==> config.mk <==
export PLATFORM = sky130hd
export DESIGN_NAME = marquee_scroll_ctrl
export DESIGN_NICKNAME = d
export VERILOG_FILES = /design/src/rtl/marquee_scroll_ctrl.sv
export SDC_FILE = /design/constraint.sdc
export NUM_CORES = 1
export LEC_CHECK = 0
export ABC_AREA = 1
export BUFFER_PORTS_ARGS = -buffer_cell sky130_fd_sc_hd__buf_2
export CORE_MARGIN = 4
export CORE_UTILIZATION = 45
export DETAILED_ROUTE_END_ITERATION = 12
export PLACE_DENSITY = 0.66
export SLEW_MARGIN = 15
export SYNTH_ARGS = -nofsm -noshare
export SYNTH_HDL_FRONTEND = slang
export SYNTH_SLANG_ARGS = --single-unit
==> constraint.sdc <==
create_clock -name clk -period 2.17 [get_ports clk]
set_input_delay 0.217 -clock clk [delete_from_list [all_inputs] [get_ports clk]]
set_output_delay 0.217 -clock clk [all_outputs]
set_load 0.01 [all_outputs]
==> src/rtl/marquee_scroll_ctrl.sv <==
// rtl/marquee_scroll_ctrl.sv - digit scan, debounced scroll control and ROM addressing for the 8-digit marquee
//
// Optional feature macro: MARQUEE_SPEED_TOGGLE_EN
//   defined   : a C press in STOP/LEFT/RIGHT (with no L/R press) toggles fast stepping
//   undefined : fast is tied to 0 and C in STOP is ignored
//
// Ports:
//   clk       in   1  system clock
//   rst_n     in   1  asynchronous active-low reset
//   btn_l     in   1  raw button, scroll left
//   btn_r     in   1  raw button, scroll right
//   btn_c     in   1  raw button, pause/resume (speed toggle when enabled)
//   scan_sel  out  3  index of the digit currently driven
//   an        out  8  anode enables, active low, one-cold
//   rom_addr  out  3  character ROM address = (scan_sel + offset) mod 8
//   state     out  2  00 STOP, 01 LEFT, 10 RIGHT, 11 PAUSE
//   fast      out  1  STEP_FAST period selected

module marquee_scroll_ctrl #(
  parameter int SCAN_DIV   = 100_000,
  parameter int STEP_SLOW  = 100_000_000,
  parameter int STEP_FAST  = 10_000_000,
  parameter int DEB_CYCLES = 1_000_000
) (
  input  logic       clk,
  input  logic       rst_n,
  input  logic       btn_l,
  input  logic       btn_r,
  input  logic       btn_c,
  output logic [2:0] scan_sel,
  output logic [7:0] an,
  output logic [2:0] rom_addr,
  output logic [1:0] state,
  output logic       fast
);

  localparam int SCAN_W   = (SCAN_DIV > 1) ? $clog2(SCAN_DIV) : 1;
  localparam int STEP_MAX = (STEP_SLOW > STEP_FAST) ? STEP_SLOW : STEP_FAST;
  localparam int STEP_W   = $clog2(STEP_MAX + 1);
  localparam int DEB_W    = (DEB_CYCLES > 1) ? $clog2(DEB_CYCLES) : 1;

  localparam logic [SCAN_W-1:0] SCAN_TC = SCAN_W'(SCAN_DIV - 1);
  localparam logic [STEP_W-1:0] SLOW_TC = STEP_W'(STEP_SLOW - 1);
  localparam logic [STEP_W-1:0] FAST_TC = STEP_W'(STEP_FAST - 1);
  localparam logic [DEB_W-1:0]  DEB_TC  = DEB_W'(DEB_CYCLES - 1);

  typedef enum logic [1:0] {
    ST_STOP  = 2'b00,
    ST_LEFT  = 2'b01,
    ST_RIGHT = 2'b10,
    ST_PAUSE = 2'b11
  } state_t;

  // ---------------------------------------------------------------------------
  // Digit scan
  // ---------------------------------------------------------------------------
  logic [SCAN_W-1:0] scan_cnt;
  logic [2:0]        scan_sel_q;

  always_ff @(posedge clk or negedge rst_n) begin
    if (!rst_n) begin
      scan_cnt   <= '0;
      scan_sel_q <= 3'd0;
    end else if (scan_cnt == SCAN_TC) begin
      scan_cnt   <= '0;
      scan_sel_q <= scan_sel_q + 3'd1;
    end else begin
      scan_cnt   <= scan_cnt + SCAN_W'(1);
    end
  end

  // ---------------------------------------------------------------------------
  // Button conditioning: bit 0 = L, bit 1 = R, bit 2 = C
  // ---------------------------------------------------------------------------
  logic [2:0]       btn_raw;
  logic [2:0]       sync1;
  logic [2:0]       sync2;
  logic [2:0]       deb;
  logic [2:0]       deb_prev;
  logic [2:0]       press_q;
  logic [DEB_W-1:0] deb_cnt [3];

  assign btn_raw = {btn_c, btn_r, btn_l};

  always_ff @(posedge clk or negedge rst_n) begin
    if (!rst_n) begin
      sync1 <= 3'b000;
      sync2 <= 3'b000;
    end else begin
      sync1 <= btn_raw;
      sync2 <= sync1;
    end
  end

  // The counter measures how long the synced level has disagreed with the
  // accepted level; any agreement restarts the measurement.
  always_ff @(posedge clk or negedge rst_n) begin
    if (!rst_n) begin
      deb <= 3'b000;
      for (int i = 0; i < 3; i++) deb_cnt[i] <= '0;
    end else begin
      for (int i = 0; i < 3; i++) begin
        if (sync2[i] == deb[i]) begin
          deb_cnt[i] <= '0;
        end else if (deb_cnt[i] == DEB_TC) begin
          deb[i]     <= sync2[i];
          deb_cnt[i] <= '0;
        end else begin
          deb_cnt[i] <= deb_cnt[i] + DEB_W'(1);
        end
      end
    end
  end

  // Press pulse is registered so the FSM sees a clean single-cycle strobe
  // one edge after the debounced rise; releases produce nothing.
  always_ff @(posedge clk or negedge rst_n) begin
    if (!rst_n) begin
      deb_prev <= 3'b000;
      press_q  <= 3'b000;
    end else begin
      deb_prev <= deb;
      press_q  <= deb & ~deb_prev;
    end
  end

  logic pl;
  logic pr;
  logic pc;

  assign pl = press_q[0];
  assign pr = press_q[1];
  assign pc = press_q[2];

  // ---------------------------------------------------------------------------
  // Scroll FSM
  // ---------------------------------------------------------------------------
  state_t state_q;
  state_t state_d;
  state_t saved_dir_q;
  state_t saved_dir_d;
  logic   step_clr;
  logic   fast_q;
`ifdef MARQUEE_SPEED_TOGGLE_EN
  logic   fast_tgl;
`endif

  always_ff @(posedge clk or negedge rst_n) begin
    if (!rst_n) begin
      state_q     <= ST_STOP;
      saved_dir_q <= ST_LEFT;
    end else begin
      state_q     <= state_d;
      saved_dir_q <= saved_dir_d;
    end
  end

  // Simultaneous presses resolve L > R > C.
  always_comb begin
    state_d     = state_q;
    saved_dir_d = saved_dir_q;
    step_clr    = 1'b0;
`ifdef MARQUEE_SPEED_TOGGLE_EN
    fast_tgl    = 1'b0;
`endif
    case (state_q)
      ST_STOP: begin
        if (pl) begin
          state_d  = ST_LEFT;
          step_clr = 1'b1;
        end else if (pr) begin
          state_d  = ST_RIGHT;
          step_clr = 1'b1;
        end else if (pc) begin
`ifdef MARQUEE_SPEED_TOGGLE_EN
          fast_tgl = 1'b1;
`endif
        end
      end
      ST_LEFT: begin
        // A repeated L press leaves the running interval untouched.
        if (!pl) begin
          if (pr) begin
            state_d  = ST_RIGHT;
            step_clr = 1'b1;
          end else if (pc) begin
            state_d     = ST_PAUSE;
            saved_dir_d = ST_LEFT;
`ifdef MARQUEE_SPEED_TOGGLE_EN
            fast_tgl    = 1'b1;
`endif
          end
        end
      end
      ST_RIGHT: begin
        if (pl) begin
          state_d  = ST_LEFT;
          step_clr = 1'b1;
        end else if (!pr && pc) begin
          state_d     = ST_PAUSE;
          saved_dir_d = ST_RIGHT;
`ifdef MARQUEE_SPEED_TOGGLE_EN
          fast_tgl    = 1'b1;
`endif
        end
      end
      ST_PAUSE: begin
        // Resuming in the saved direction keeps the remaining interval;
        // switching direction starts a fresh one.
        if (pl) begin
          state_d  = ST_LEFT;
          step_clr = (saved_dir_q != ST_LEFT);
        end else if (pr) begin
          state_d  = ST_RIGHT;
          step_clr = (saved_dir_q != ST_RIGHT);
        end else if (pc) begin
          state_d  = saved_dir_q;
        end
      end
      default: begin
        state_d = ST_STOP;
      end
    endcase
  end

`ifdef MARQUEE_SPEED_TOGGLE_EN
  always_ff @(posedge clk or negedge rst_n) begin
    if (!rst_n) begin
      fast_q <= 1'b0;
    end else if (fast_tgl) begin
      fast_q <= ~fast_q;
    end
  end
`else
  assign fast_q = 1'b0;
`endif

  // ---------------------------------------------------------------------------
  // Step timer and scroll offset
  // ---------------------------------------------------------------------------
  logic [STEP_W-1:0] step_cnt;
  logic [2:0]        offset_q;
  logic              step_run;
  logic              step_tc;

  assign step_run = (state_q == ST_LEFT) || (state_q == ST_RIGHT);
  // ">=" rather than "==" so that switching to the shorter period while the
  // timer is already past it still produces a step on the next edge.
  assign step_tc  = (step_cnt >= (fast_q ? FAST_TC : SLOW_TC));

  always_ff @(posedge clk or negedge rst_n) begin
    if (!rst_n) begin
      step_cnt <= '0;
      offset_q <= 3'd0;
    end else begin
      if (step_run && step_tc) begin
        if (state_q == ST_LEFT) offset_q <= offset_q + 3'd1;
        else                    offset_q <= offset_q - 3'd1;
      end
      if (step_clr || (step_run && step_tc)) begin
        step_cnt <= '0;
      end else if (step_run) begin
        step_cnt <= step_cnt + STEP_W'(1);
      end
    end
  end

  // ---------------------------------------------------------------------------
  // Outputs: an and rom_addr derive from the same registered values
  // ---------------------------------------------------------------------------
  assign scan_sel = scan_sel_q;
  assign an       = ~(8'b0000_0001 << scan_sel_q);
  assign rom_addr = scan_sel_q + offset_q;
  assign state    = state_q;
  assign fast     = fast_q;

endmodule

==> impl_metrics.toml, run 1 <==
[routing]
firstDrtPassIters = 5
viasPerCell = 4.93
wl_per_cell_microns = 12.5
drt-initial-drc-count = 528
vias = 6372
routed_wl_microns = 16100
ant_nets = 0
drc = 0

[cells_and_area]
final_util_pct = 52.4
fin_nets = 1083
fin_area_sq_um = 8710
diodes = 0
syn2layout_area_growth_pct = 13.5
drive_above_1_share_pct = 11.8

[die]
num_rows = 47
ios = 22
die_h_microns = 139
coreArea_sq_um = 16600
dieWidth_microns = 139
dieArea_sq_um = 19200
initial_utilization_pct = 46.1

[grt]
grt_pass1_wl_microns = 28600
grt_pass1_vias = 6230
antenna_found_initial = 0
grt_max_degree = 54
grt_remaining_overflow = 0
grt_util_all_layers_pct = 17.7

[worst_setup_path]
crit_buf_inv = 2
cp.required_ps = 1950
crit_chain = "ha_4 -> inv_2 -> fa_2 -> xnor2_2 -> xor2_1 -> buf_2"
critical_path.max_fanout = 5
critPathKind = "flop to output port"
cpMaxStageDelayCell = "dfrtp_2"
arrival_ps = 1850
slowest_delay_ps = 420
worst_setup_path_end_kind = "output port"
cpLargestDelayFamily = "adder cells"
startpoint_type = "flop"

[timing]
clock_skew_ps = 14.1
setup_ws_ps = 104
fmax_ghz = 0.484
hold_violations = 0
setup_viol = 0
min_period_ps = 2070
period_share_pct = 95.2
fin_hold_ws_ps = 299
slew_violations = 0

[power]
cellPowerDensity_nw_per_um2 = 618
seqPwrFrac_pct = 45.3
power_frac_comb_pct = 2.2
swShare_pct = 22.2
p_sw_mw = 1.20
p_int_mw = 4.19
leakage_nw = 4.08
ir_drop_mv = 0.599
clockPowerShare_pct = 52.5

[cts]
htreeDepth = 4
cts.sinks = 129
cts_buffer_depth = 2
clock-root-buffer = "clkbuf_16"
path_clk_slew_ps = 60
tritoncts = "done"
clock_latency_ps = 420
cts_buffers = 17

[place]
dp_slack_ps = 307
globalplace.congestion = 0.848
place.port_buffers = 20
dp_hpwl_microns = 11700
placed_cell_area_sq_um = 8050

[synth]
synth_ff_type = "dfrtp_1"
synth_edf_count = 0
yosysSeqAreaShare_pct = 42.1
synth_area_per_cell_sq_um = 7.54
synth_fp_nets = 1042
synth.distinct_cells = 48
async_flop_share_pct = 100
syn_inst = 1018
ys_warn_count = 0
syn_area_sq_um = 7680
ys_seq_elements = 129

[min_path]
hp-class = "primary input to async pin"

[job]
drv_cap = 0

[status]
status = "complete, no violations"
==> path summary, 6_finish.rpt <==
path	start	to	slack, ps	cells after the start
setup reg to reg	step_cnt[0]	step_cnt[15]	250	10
setup / recovery	scan_sel[0]	rom_addr[2]	100	6
max in group asynchronous	rst_n	scan_sel[0]	1210	3
hold / removal	rst_n	deb_cnt[54]	300	2
min in group clk	sync1[1]	sync2[1]	360	0
hold reg to reg	sync1[1]	sync2[1]	360	0
==> cells in the mapped netlist, drive strengths merged, types with 2 or more instances <==
cell type / count / area [sq um]
nand4: 39 / 250
xor2: 33 / 289
nand2: 269 / 1070
nor4: 7 / 58.8
a211oi: 2 / 15.0
nand3: 66 / 350
a21oi: 18 / 101
nand3b: 2 / 15.0
a31oi: 2 / 12.5
o211ai: 2 / 15.0
inv: 142 / 533
o21ai: 22 / 110
nor3: 37 / 255
o21bai: 2 / 15.0
nor3b: 7 / 57.6
ha: 17 / 213
nor2: 181 / 764
xnor2: 13 / 114
fa: 2 / 40.0
buf: 11 / 72.6
dfrtp: 128 / 3200
a41oi: 2 / 17.5
clkinv: 4 / 15.0
==> cells in the final DEF (no fill, tap or decap), types with 3 or more instances in the layout <==
cell,netlist,final
nand2_1,254,254
nor2_1,163,163
inv_1,135,134
dfrtp_1,128,126
nand3_1,62,62
nand4_1,38,38
xor2_1,33,33
nor3_1,28,28
buf_2,7,19
a21oi_1,17,17
clkbuf_16,0,17
o21ai_0,16,16
ha_1,17,16
xnor2_1,13,12
nand2_2,11,11
nor2_2,10,10
buf_4,2,9
inv_2,7,8
nor2_4,8,8
nor4_1,6,6
o21ai_1,6,6
nor3b_1,6,6
nor3_2,5,5
nor3_4,4,4
nand3_2,4,4
clkinv_1,4,4
nand2_4,4,4
clkinvlp_4,0,4
dlygate4sd3_1,0,4
clkbuf_1,1,3
==> power by group through the flow <==
stage          sequential, mW  clock, mW  combinational (mW)
3_5_place_dp             2.48          0               0.117
3_3_place_gp             2.48          0               0.117
6_report                 2.44       2.83               0.118
2_1_floorplan            2.48          0              0.0444
4_1_cts                  2.44       2.88               0.123
5_1_grt                  2.44       3.01               0.139
==> per-layer routing <==
layer	vias up	GRT usage (%)	part of all wire (%)
met5	-	0	0
met4	0	5.20	0.91
met3	14	4.28	3.5
met2	96	29.2	47
met1	2958	23.2	48
li1	3304	-	-
==> cell families (layout without fill, tap and decap cells) <==
family	Yosys count	after routing	synth area share, %
buffers and inverters	158	212	8.13
adder cells (fa/ha/maj)	19	19	3.29
AND/OR/NAND/NOR	611	611	37.0
flip-flops	129	129	42.1
XOR/XNOR	46	46	5.25
AO/OA/AOI/OAI	53	53	4.06
other	1	1	0.0489
multiplexers	1	1	0.147
==> cell type report <==
type | instances | area, sq um
tap | 220 | 275
clock inverter | 11 | 130
sequential | 129 | 3230
clock buffer | 21 | 450
timing repair buffer | 34 | 234
inverter | 146 | 548
fill | 1596 | 7930
multi-input combinational | 731 | 3840
==> through the flow <==
stage / instances / setup TNS, ps / total power, mW
finish: 1292 / 0 / 5.39
global route: 1292 / -10.2 / 5.59
CTS: 1289 / 0 / 5.44
detailed placement: 1253 / 0 / 2.60
global placement: 1253 / 0 / 2.60
floorplan: 1018 / 0 / 2.52
==> worst register-to-register path, cell delays in order, from the launching register on <==
cell and delay (ps):
dfrtp_1 430, ha_1 250, clkinv_1 90, nor2_4 60, nand2_4 120, nor2_1 60
nand2_1 60, nand3_1 110, nor2_4 390, nand4_1 180, nand2_1 110
==> state kept, by name, summed over array words and instances (netlist names) <==
name	count
sync1	3
deb_cnt	60
press_q	3
sync2	3
scan_cnt	17
step_cnt	27
scan_sel	3
deb_prev	3
offset_q	3
saved_dir_q	2
deb	3
state	2
==> repair_timing <==
action	in CTS	in global routing
resized for setup	1	6
setup endpoints to repair	1	1
hold buffers	4	0
buffers inserted	0	3
endpoints found under the hold margin	52	0
pin swaps	0	3
No activity file was read; power rests on OpenSTA's default activity.
==> run 2, diff against run 1 <==
--- a/config.mk
+++ b/config.mk
@@ -10,7 +10,7 @@
 export CORE_MARGIN = 4
 export CORE_UTILIZATION = 45
 export DETAILED_ROUTE_END_ITERATION = 12
-export PLACE_DENSITY = 0.66
+export PLACE_DENSITY = 0.63
 export SLEW_MARGIN = 15
 export SYNTH_ARGS = -nofsm -noshare
 export SYNTH_HDL_FRONTEND = slang
==> impl_metrics.toml, run 2 (synthesis results as in run 1) <==
[grt]
antenna_found_initial = 0
grt_max_degree = 47
grt_util_all_layers_pct = 18.0
grt_pass1_vias = 6098
grt_remaining_overflow = 0
grt_pass1_wl_microns = 28800

[cts]
clock-root-buffer = "clkbuf_16"
path_clk_slew_ps = 60
tritoncts = "done"
cts.sinks = 129
htreeDepth = 4
clock_latency_ps = 420
cts_buffers = 17
cts_buffer_depth = 2

[place]
dp_hpwl_microns = 12000
globalplace.congestion = 0.907
place.port_buffers = 20
placed_cell_area_sq_um = 8050

[worst_setup_path]
critical_path.max_fanout = 3
rr_startpoint = "step_cnt[0]"
worst_setup_path_end_kind = "output port"
startpoint_type = "flop"
arrival_ps = 1850
cp.required_ps = 1950
crit_chain = "ha_1 -> inv_1 -> fa_1 -> xnor2_2 -> xor2_1 -> buf_2"
rrSetupSlack_ps = 340
reg2regPathDepth = 10
cpMaxStageDelayCell = "fa_1"
cpLargestDelayFamily = "adder cells"
critPathKind = "flop to output port"
slowest_delay_ps = 400
r2r-end = "step_cnt[25]"
crit_buf_inv = 2

[cells_and_area]
fin_nets = 1083
fillers = 1550
diodes = 0
registers.top_by_ff_count = "deb_cnt"
final_cell_mix = "nand2_1, nor2_1, inv_1, dfrtp_1, nand3_1"
final_util_pct = 52.3
reg.largest.list = "deb_cnt: 60 flops, step_cnt: 27 flops, scan_cnt: 17 flops"
fin_area_sq_um = 8710
layout_commonest_cell = "nand2_1"
drive_above_1_share_pct = 11.6
largest_reg_flops = 60
syn2layout_area_growth_pct = 13.5

[timing]
final.setup.tns_ps = 0
slew_violations = 0
fmax_ghz = 0.483
hold_violations = 0
period_share_pct = 95.3
clock_skew_ps = 9.58
min_period_ps = 2070
rsz0062_at_grt = "false"
setup_viol = 0

[die]
ios = 22
dieArea_sq_um = 19200
num_rows = 47
initial_utilization_pct = 46.1
coreArea_sq_um = 16600
die_h_microns = 139
dieWidth_microns = 139

[routing]
viasPerCell = 4.96
vias = 6409
drt-initial-drc-count = 447
firstDrtPassIters = 5
wl_per_cell_microns = 12.7
ant_nets = 0
drc = 0
routed_wl_microns = 16400

[power]
ir_drop_mv = 0.575
leakage_nw = 4.10
cellPowerDensity_nw_per_um2 = 625

[status]
status = "complete, no violations"

[min_path]
hp-class = "primary input to async pin"

[job]
drv_cap = 0
==> run 2: cell type report <==
cell class	instances	area [sq um]	area share, %
multi-input cells	731	3830	44.0
flip-flops and latches	129	3230	37.1
inverters	146	548	6.29
clock buffers	19	433	4.97
well taps	220	275	3.16
repair buffers	34	234	2.69
clock inverters	13	160	1.84
==> run 2: stage by stage <==
stage | setup slack (ps) | std cells | total power, mW | hold slack, ps
6_report | 102 | 1292 | 5.45 | 286
5_1_grt | 4.91 | 1292 | 5.66 | 328
4_1_cts | 13.6 | 1289 | 5.52 | 298
3_5_place_dp | 343 | 1253 | 2.60 | 172
3_3_place_gp | 382 | 1253 | 2.60 | 178
2_1_floorplan | 503 | 1018 | 2.52 | -78.6
==> run 2: worst max-delay path by stage <==
stage / end / startpoint / slack [ps] / cells after the start
after CTS: rom_addr[2] / offset_q[0] / 10 / 6
after floorplan: rom_addr[2] / scan_sel[0] / 500 / 5
after detailed placement: step_cnt[25] / step_cnt[0] / 340 / 10
after global placement: step_cnt[19] / step_cnt[0] / 380 / 10
final: rom_addr[2] / scan_sel[0] / 100 / 6
after global routing: rom_addr[2] / scan_sel[1] / 5 / 5
==> run 2: metal layers <==
| metal | vias up | GRT usage (%) | wire length [microns] |
|---|---|---|---|
| met5 | - | 0 | 0 |
| met4 | 0 | 6.50 | 285 |
| met3 | 21 | 4.28 | 683 |
| met2 | 124 | 27.9 | 7320 |
| met1 | 2958 | 24.9 | 8090 |
| li1 | 3306 | - | - |
==> run 2: worst register-to-register path: cells and delay by family, from the launching register on <==
family | cells | cell delay [ps]
AND/OR/NAND/NOR | 8 | 990
buffers and inverters | 1 | 90
flip-flops | 1 | 420
adder cells (fa/ha/maj) | 1 | 250
==> run 2: power breakdown <==
group | switching, mW | leakage, nW | internal [mW]
sequential | 0.0145 | 1.76 | 2.43
combinational | 0.0862 | 2.05 | 0.0325
clock | 1.08 | 0.287 | 1.81
total | 1.18 | 4.10 | 4.26
==> run 2: timing repair <==
item | 4_1_cts | 5_1_grt
endpoints found under the setup margin | 1 | 1
pin swaps | 0 | 0
setup buffers | 0 | 3
resized for setup | 1 | 2
endpoints found under the hold margin | 46 | 0
hold buffers | 4 | 0
